==> config.mk <==
export PLATFORM = sky130hd
export DESIGN_NAME = fma16_dotctl
export DESIGN_NICKNAME = d
export VERILOG_FILES = /design/src/rtl/fma16_pkg.sv /design/src/rtl/fma16.sv /design/src/rtl/fma16_dotctl.sv
export SDC_FILE = /design/constraint.sdc
export NUM_CORES = 1
export LEC_CHECK = 0
export ABC_AREA = 1
export BUFFER_PORTS_ARGS = -buffer_cell sky130_fd_sc_hd__buf_2
export CELL_PAD_IN_SITES_DETAIL_PLACEMENT = 1
export CELL_PAD_IN_SITES_GLOBAL_PLACEMENT = 2
export CORE_ASPECT_RATIO = 0.5
export CORE_MARGIN = 2
export CORE_UTILIZATION = 34
export DETAILED_ROUTE_END_ITERATION = 12
export GPL_TIMING_DRIVEN = 1
export PLACE_DENSITY = 0.88
export SLEW_MARGIN = 10
export SYNTH_ARGS = -nofsm -noshare
export SYNTH_HDL_FRONTEND = slang
export SYNTH_SLANG_ARGS = --single-unit
==> constraint.sdc <==
create_clock -name clk -period 24.9 [get_ports clk]
set_input_delay 4.98 -clock clk [delete_from_list [all_inputs] [get_ports clk]]
set_output_delay 4.98 -clock clk [all_outputs]
set_load 0.01 [all_outputs]
==> src/rtl/fma16_pkg.sv <==
// Shared types, constants and binary16 field helpers for the fma16 datapath and its dot-product sequencer.
// Declarations only; no logic, no latency, no backpressure.
package fma16_pkg;

  typedef enum logic [1:0] {IDLE, RUN, DONE} dot_state_t;

  localparam logic [15:0] FP16_POS_ZERO = 16'h0000;
  localparam logic [15:0] FP16_NEG_ZERO = 16'h8000;
  localparam logic [15:0] FP16_ONE      = 16'h3C00;
  localparam logic [15:0] FP16_QNAN     = 16'h7E00;

  localparam int FLG_NV = 3;
  localparam int FLG_OF = 2;
  localparam int FLG_UF = 1;
  localparam int FLG_NX = 0;

  localparam logic [1:0] RM_RNE = 2'd0;
  localparam logic [1:0] RM_RTZ = 2'd1;
  localparam logic [1:0] RM_RDN = 2'd2;
  localparam logic [1:0] RM_RUP = 2'd3;

  function automatic logic is_nan(input logic [15:0] v);
    return (&v[14:10]) && (|v[9:0]);
  endfunction

  function automatic logic is_inf(input logic [15:0] v);
    return (&v[14:10]) && !(|v[9:0]);
  endfunction

  function automatic logic is_zero(input logic [15:0] v);
    return !(|v[14:0]);
  endfunction

  // Significand with hidden bit; subnormals share the exponent of the smallest normal.
  function automatic logic [10:0] mant(input logic [15:0] v);
    return {|v[14:10], v[9:0]};
  endfunction

  function automatic logic [4:0] eexp(input logic [15:0] v);
    return (v[14:10] == 5'd0) ? 5'd1 : v[14:10];
  endfunction

endpackage

==> src/rtl/fma16.sv <==
// Combinational binary16 fused multiply-add, r = (+/-)x*y + (+/-)z, single rounding, flags {NV,OF,UF,NX}.
// Zero latency, no handshake: the caller owns any registering and flow control.
module fma16
  import fma16_pkg::*;
(
  input  logic [15:0] x,
  input  logic [15:0] y,
  input  logic [15:0] z,
  input  logic        mul,
  input  logic        add,
  input  logic        negp,
  input  logic        negz,
  input  logic [1:0]  roundmode,
  output logic [15:0] result,
  output logic [3:0]  flags
);

  logic [15:0] b, c;
  logic        ps, zs, rs, snan, anynan, inv, ovf, ovf_inf, tiny, g, st, inc;
  logic [21:0] prod;
  logic [6:0]  psh, zsh, p, lsb, base;
  logic [81:0] pm, zm, mag, rem_mask;
  logic [11:0] kept, rounded;
  logic [16:0] enc;

  assign b = mul ? y : FP16_ONE;
  assign c = add ? z : FP16_NEG_ZERO;

  // Exact sum held as an 82-bit fixed-point magnitude with LSB 2^-48, so only one rounding step exists.
  always_comb begin
    ps   = x[15] ^ b[15] ^ negp;
    zs   = c[15] ^ (negz & add);
    prod = mant(x) * mant(b);
    psh  = 7'(eexp(x)) + 7'(eexp(b)) - 7'd2;
    zsh  = 7'(eexp(c)) + 7'd23;
    pm   = 82'(prod) << psh;
    zm   = 82'(mant(c)) << zsh;
    rs   = ps;
    if (ps == zs) begin
      mag = pm + zm;
    end else if (pm >= zm) begin
      mag = pm - zm;
    end else begin
      mag = zm - pm;
      rs  = zs;
    end

    p = '0;
    for (int i = 0; i < 82; i++) begin
      if (mag[i]) p = 7'(i);
    end
    tiny     = (p < 7'd34);
    lsb      = tiny ? 7'd24 : p - 7'd10;
    kept     = 12'(mag >> lsb);
    rem_mask = (82'd1 << (lsb - 7'd1)) - 82'd1;
    g        = |(mag & (82'd1 << (lsb - 7'd1)));
    st       = |(mag & rem_mask);

    unique case (roundmode)
      RM_RNE:  inc = g & (st | kept[0]);
      RM_RTZ:  inc = 1'b0;
      RM_RDN:  inc = rs & (g | st);
      default: inc = ~rs & (g | st);
    endcase
    rounded = kept + {11'd0, inc};
    // Hidden bit of a normal significand carries into the exponent field, so subtract one up front.
    base    = tiny ? 7'd0 : p - 7'd34;
    enc     = {base, 10'd0} + {5'd0, rounded};
    ovf     = (enc[16:10] >= 7'd31);
    ovf_inf = (roundmode == RM_RNE) || ((roundmode == RM_RDN) && rs) || ((roundmode == RM_RUP) && !rs);
  end

  always_comb begin
    snan   = (is_nan(x) & ~x[9]) | (is_nan(b) & ~b[9]) | (is_nan(c) & ~c[9]);
    anynan = is_nan(x) | is_nan(b) | is_nan(c);
    inv    = (is_inf(x) & is_zero(b)) | (is_inf(b) & is_zero(x))
           | ((is_inf(x) | is_inf(b)) & is_inf(c) & (ps != zs));
    result = FP16_POS_ZERO;
    flags  = '0;
    if (anynan || inv) begin
      result        = FP16_QNAN;
      flags[FLG_NV] = snan | inv;
    end else if (is_inf(x) || is_inf(b)) begin
      result = {ps, 15'h7C00};
    end else if (is_inf(c)) begin
      result = {zs, c[14:0]};
    end else if (mag == '0) begin
      result = {(ps == zs) ? ps : (roundmode == RM_RDN), 15'd0};
    end else if (ovf) begin
      result        = ovf_inf ? {rs, 15'h7C00} : {rs, 15'h7BFF};
      flags[FLG_OF] = 1'b1;
      flags[FLG_NX] = 1'b1;
    end else begin
      result        = {rs, enc[14:0]};
      flags[FLG_UF] = tiny & (g | st);
      flags[FLG_NX] = g | st;
    end
  end

endmodule

==> src/rtl/fma16_dotctl.sv <==
// Half-precision dot-product sequencer: one operand pair per cycle into fma16 with z fed back from acc.
// acc visible the cycle after each handshake; in_ready depends on state only, so stalls just hold everything.
module fma16_dotctl
  import fma16_pkg::*;
#(
  parameter int LENW = 8
) (
  input  logic            clk,
  input  logic            reset,
  input  logic            start,
  input  logic [LENW-1:0] len,
  input  logic [1:0]      roundmode,
  input  logic            negp,
  input  logic            in_valid,
  output logic            in_ready,
  input  logic [15:0]     x,
  input  logic [15:0]     y,
  output logic            busy,
  output logic            done,
  output logic [15:0]     acc,
  output logic [3:0]      flags
);

  dot_state_t      state, state_nxt;
  logic [LENW-1:0] cnt, len_q;
  logic [1:0]      rm_q;
  logic            negp_q, accept, hs;
  logic [15:0]     fma_res;
  logic [3:0]      fma_flags;

  fma16 u_fma16 (
    .x         (x),
    .y         (y),
    .z         (acc),
    .mul       (1'b1),
    .add       (1'b1),
    .negp      (negp_q),
    .negz      (1'b0),
    .roundmode (rm_q),
    .result    (fma_res),
    .flags     (fma_flags)
  );

  assign hs = in_valid & in_ready;

  always_comb begin
    state_nxt = state;
    in_ready  = 1'b0;
    busy      = 1'b1;
    done      = 1'b0;
    accept    = 1'b0;
    unique case (state)
      IDLE: begin
        busy = 1'b0;
        if (start) begin
          accept    = 1'b1;
          state_nxt = (len == '0) ? DONE : RUN;
        end
      end
      RUN: begin
        in_ready = 1'b1;
        if (in_valid && (cnt == len_q - 1'b1)) state_nxt = DONE;
      end
      DONE: begin
        done      = 1'b1;
        state_nxt = IDLE;
      end
      default: state_nxt = IDLE;
    endcase
  end

  always_ff @(posedge clk) begin
    if (reset) begin
      state  <= IDLE;
      cnt    <= '0;
      len_q  <= '0;
      rm_q   <= RM_RNE;
      negp_q <= 1'b0;
      acc    <= FP16_POS_ZERO;
      flags  <= '0;
    end else begin
      state <= state_nxt;
      if (accept) begin
        len_q  <= len;
        rm_q   <= roundmode;
        negp_q <= negp;
        cnt    <= '0;
        acc    <= FP16_POS_ZERO;
        flags  <= '0;
      end else if (hs) begin
        acc   <= fma_res;
        flags <= flags | fma_flags;
        cnt   <= cnt + 1'b1;
      end
    end
  end

endmodule

# [After elaboration in Yosys (flattened, before gate mapping)]
# Index checks and enable logic that the tools add are counted.
[word_totals] elab_cells=228 out_inout_bits=23 inputBits=47 ff_bits=41
[op_classes] n_reduce_logical=42 order_cmp=3 n_bitwise=31 shift=4 n_mul=1 n_eq_ne=11 n_addsub=14 mux=115
[ops] op="two-way mux 6 bit" count=32
[ops] op="AND 82 bit" count=2
[ops] op="two-way mux 82 bit" count=2
[ops] op="OR reduction 82 bit" count=2
[ops] op="subtractor 82 bit" count=2
[ops] op="two-way mux 7 bit" count=20
[ops] op="two-way mux 5 bit" count=19
[ops] op="adder 82 bit" count=1
[ops] op=">= comparator 82 bit" count=1
[ops] op="zero test 82 bit" count=1
[ops] op="left shift 1 x 7 -> 82 bit, first input constant" count=1
[ops] op="left shift 11 x 7 -> 82 bit" count=1
[ops] op="left shift 22 x 7 -> 82 bit" count=1
[ops] op=">> shifter 82 x 7 -> 12 bit" count=1
[ops] op="subtractor 82 x 1 -> 82 bit, second input constant" count=1
[ops] op="two-way mux 16 bit" count=4
[ops] op="two-way mux 4 bit" count=8
[ops] op="OR reduction 10 bit" count=3
[ops] op="OR reduction 15 bit" count=2
[ops] op="two-way mux 3 bit" count=8
[ops] op="multiplier 11 x 11 -> 22 bit" count=1
[ops] op="adder 17 x 12 -> 17 bit" count=1
[ops] op="zero test 5 bit" count=3
[ops] op="two-way mux 15 bit" count=1
[ops] op="37 further kinds" count=103

# [Longest topological paths before layout]
[logic_depth] depth_word=108 depth_mapped=176 ltp_nobuf=172

# [Modules after synthesis]
# A second synthesis with hierarchy kept.
[unflattened] cells_unflattened=6736 hier_area_um2=35273.8
[by_module_without_submodules] mod="fma16" area_each_um2=33422.1 n_inst=1 seq_area_each_um2=0.0 cells_each=6474
[by_module_without_submodules] mod="fma16_dotctl" area_each_um2=1851.8 n_inst=1 seq_area_each_um2=820.8 cells_each=262

# [Worst setup path after synthesis]
# No wires, ideal clock.
[synth_timing] kind="in2reg" from="input port x[11]" to="register acc[1]" required_ps=24830 setup_slack_ps=2766 stages=114 arrival_time_ps=22064 setup_ps=70 n_path_buf=12 cell_sequence="inv_1 > nand3_1 > clkbuf_1 > nand2_1 > fa_1 > fa_1 > inv_1 > fa_1 > fa_1 > fa_1 > ha_1 > nand2_1 > nor2_1 > inv_1 > nor2_1 > nand2_1 > nand2_1 > nand2_1 > [78 not listed] > ha_1 > inv_1 > nor2_1 > nand3_1 > or3_1 > nand2_1 > inv_1 > ha_1 > a21oi_1 > or2_2 > nor3_1 > a221oi_1 > nand2_1 > clkinv_1 > a21oi_1 > nor3_1 > o21ai_0 > a21oi_1"
[synth_between] elab_chain_len=107 word_cells_on_any_way=149 classes_between="11 x add/sub; 1 x mul; 3 x order compare; 1 x eq/ne; 3 x shift; 95 x mux; 17 x bitwise; 18 x reduce/logical"
[synth_lines] item="start: declaration" line_no="fma16_dotctl.sv:16" text="input logic [15:0] x,"
[synth_lines] item="branches (longest 107 deep; another with subtractor 82 bit)"
[synth_lines] item="end signal: assignment" line_no="fma16_dotctl.sv:91" text="acc <= fma_res;"
[synth_lines] item="end: declaration" line_no="fma16_dotctl.sv:20" text="output logic [15:0] acc,"
# Several ways; the timed one is not identified. The select of a mux whose other input is x is not followed.
# A chain may end at the register's enable or synchronous reset.

# [Worst setup path after layout]
[layout_timing] from="input port y[12]" to="register acc[10]"
[layout_between] elab_chain_len=107 word_cells_on_any_way=149 classes_between="11 x add/sub; 1 x mul; 3 x order compare; 1 x eq/ne; 3 x shift; 95 x mux; 17 x bitwise; 18 x reduce/logical"
[layout_lines] item="start: declaration" line_no="fma16_dotctl.sv:17" text="input logic [15:0] y,"
[layout_lines] item="branches (longest 107 deep; another with subtractor 82 bit)"
# Several ways; the timed one is not identified. The select of a mux whose other input is x is not followed.

==> results_dict.tcl <==
set metrics [dict create \
    yosysMostFrequentCell "nand2_1" \
    initial_core_util_pct 34.5 \
    r2r_start "acc[10]" \
    setup_viol_count_final 0 \
    cts_max_path_buffers 2 \
    io_buffers 69 \
    final.min_clock_period_ns 23.98 \
    clockRootBuffer "clkbuf_16" \
    syn_avg_cell_area_um2 5.23 \
    crit_arrival_ns 24.11 \
    required_ns 25.03 \
    synth_edf_count 0 \
    drive_gt1_share_pct 17.3 \
    synthCells 6655 \
    cts_tree "built" \
    io_pins 70 \
    wl_per_cell_um 25.6 \
    cp_slowest_stage_delay_ns 0.55 \
    busiest_layer "met2" \
    clk_pin_slew_ns 0.06 \
    utilization_pct 43.4 \
    vias 49647 \
    yosysTopAreaCell "nand2_1" \
    crit_path_frequent_cell "nor2_1" \
    ys_seq_area_share_pct 2.36 \
    dpl_cell_area_um2 42500 \
    met2_usage_pct 63.9 \
    final_cell_area_um2 43700 \
    rr_worst_depth 118 \
    gp_congestion 1.11 \
    die_w_um 456 \
    holdPathEnd "flags[1]" \
    synth_warnings 0 \
    hpwl_um 198000 \
    globalRouteMet1Util_pct 54.0 \
    finalWirelength_um 224000 \
    synth.distinct_cells 84 \
    gr-usage-all-layers_pct 40.9 \
    grt_pass1_vias 50013 \
    rrSetupSlack_ns 7.03 \
    end_kind "flip-flop" \
    numCtsBuffers 5 \
    pre_cts_ws_ns -1.98 \
    cts.sinks 41 \
    area_delta_synth_final_pct 25.7 \
    worstHoldStart "flags[1]" \
    finClkSkew_ns 0.00382 \
    design.core.area_um2 101000 \
    status "finished clean" \
    first_iter_violations 4853 \
    grt_pass1_wl_um 324000 \
    drv_slew 0 \
    ys.flop_type "dfxtp_1" \
    insertion_delay_ns 0.29 \
    grtUsageMet3_pct 8.69 \
    grt_max_degree 106 \
    syn_area_um2 34800 \
    ys_top_cells_by_area "nand2_1 17%, inv_1 12%, ha_1 10%" \
    critPathSlowestCell "fa_1" \
    slew_headroom_pct 5.32 \
    synth_top_area_share_pct 17.3 \
    worst_slew_pin_slew_ns 1.38 \
    rr_endpoint "acc[10]" \
    nNetsFinal 7832 \
    maxCapViolCount 0 \
    crit_fanout 10 \
    rows 82 \
    layout_setup_ws_ns 0.916 \
    drtPass1Iterations 5 \
    worstSetupStartpointType "input port" \
    whs_ns 0.467 \
    min_path_type "reg2reg" \
    hold_buffers 0 \
    antenna_found_initial 2 \
    htreeDepth 2 \
    die_area_um2 105000 \
    routed_via_density 5.67 \
    worstSetupPathType "in2reg" \
    ys_ff_latch 41 \
    drc_errors 0 \
    drt.antenna.violating_nets 0 \
    grt_overflow 0 \
    max_freq_mhz 41.7 \
    finalHoldViolCount 0 \
    min_path_cells 2 \
    async_flop_share_pct 0 \
    synth.top_cells.by_count "1602 x nand2_1, 1152 x inv_1, 872 x nor2_1" \
    fin_crit_sh_pct 96.3 \
    dieHeight_um 230 \
]
==> state kept, by name, summed over array words and instances, names as in the netlist <==
| name | cells |
|---|---|
| len_q | 8 |
| cnt | 8 |
| flags | 4 |
| rm_q | 2 |
| acc | 16 |
| state | 2 |
| negp_q | 1 |
==> critical path: cells and delay by family <==
family	cells	cell delay [ns]
compound gates	20	2.66
buf+inv	30	3.85
fa+ha+maj	10	3.83
simple gates	69	8.24
xor+xnor	1	0.53
==> layer usage <==
metal / vias up / part of all wire (%)
li1: 22881 / -
met1: 24193 / 43
met2: 2141 / 42
met3: 430 / 9.7
met4: 2 / 5.3
met5: - / 0.0058
==> worst max-delay path by stage <==
stage	to	start	depth (start not counted)	slack, ns
floorplan	acc[1]	x[11]	114	2.77
global placement	acc[0]	y[12]	124	-1.43
detailed placement	acc[1]	y[12]	125	-1.98
CTS	acc[11]	y[12]	132	0.002
global route	acc[10]	y[12]	170	-0.20
finish	acc[10]	y[12]	130	0.92
==> kinds of logic (layout without fill, tap and decap cells) <==
family / count (synthesis) / count (layout) / synth area share, %
AND/OR/NAND/NOR: 3177 / 3178 / 38.3
XOR/XNOR: 124 / 124 / 3.32
flip-flops: 41 / 41 / 2.36
other: 2 / 49 / 0.0216
buffers and inverters: 1440 / 2149 / 16.0
multiplexers: 25 / 25 / 0.719
adder cells (fa/ha/maj): 375 / 375 / 15.3
AO/OA/AOI/OAI: 1471 / 1471 / 23.9
==> area by class of cell <==
class / count / area [um^2]
fill: 14539 / 57000
inverter: 1206 / 4540
antenna: 1 / 2.50
sequential: 41 / 821
clock inverter: 3 / 17.5
multi-input combinational: 5221 / 29400
clock buffer: 5 / 125
timing repair buffer: 935 / 7150
tap: 1344 / 1680
==> metrics by stage <==
| step | instances | setup TNS, ns |
|---|---|---|
| 3_5_place_dp | 8722 | -27.30 |
| 6_report | 8756 | 0 |
| 3_3_place_gp | 8722 | -18.84 |
| 5_1_grt | 8755 | -1.51 |
| 4_1_cts | 8733 | 0 |
| 2_1_floorplan | 6701 | 0 |
==> layout by cell type (no fill, tap or decap), types with 15 or more instances in the layout <==
master,Yosys,final
o21ai_0,527,510
buf_4,14,845
fa_1,85,85
ha_1,290,279
buf_12,0,21
o211ai_1,38,38
o2111ai_1,15,15
nor2_1,872,815
o21ai_1,83,89
a31oi_1,41,39
inv_2,38,42
o21bai_1,26,25
xor2_1,105,90
nor2_4,5,20
o22ai_1,72,70
nor3_1,60,55
buf_2,25,61
nor4_1,25,24
nand2_2,25,46
nand2_1,1602,1580
dfxtp_1,41,41
nand3_2,16,42
inv_1,1152,1148
nor2_2,31,73
o21a_1,29,28
o221ai_1,21,21
a21oi_1,495,488
nand4_1,79,79
o31ai_1,18,17
nand3b_1,15,15
xor2_2,3,18
nand3_1,397,371
mux2i_1,25,25
conb_1,2,48
==> timing repair <==
item,in CTS,in global routing
resized for setup,25,206
setup buffers,3,21
cloned,0,1
setup endpoints to repair,17,17
pin swaps,4,25
Power is left out: the tool's default activity adds up to more than one toggle a clock period on the data nets, which glitch-free logic cannot reach.
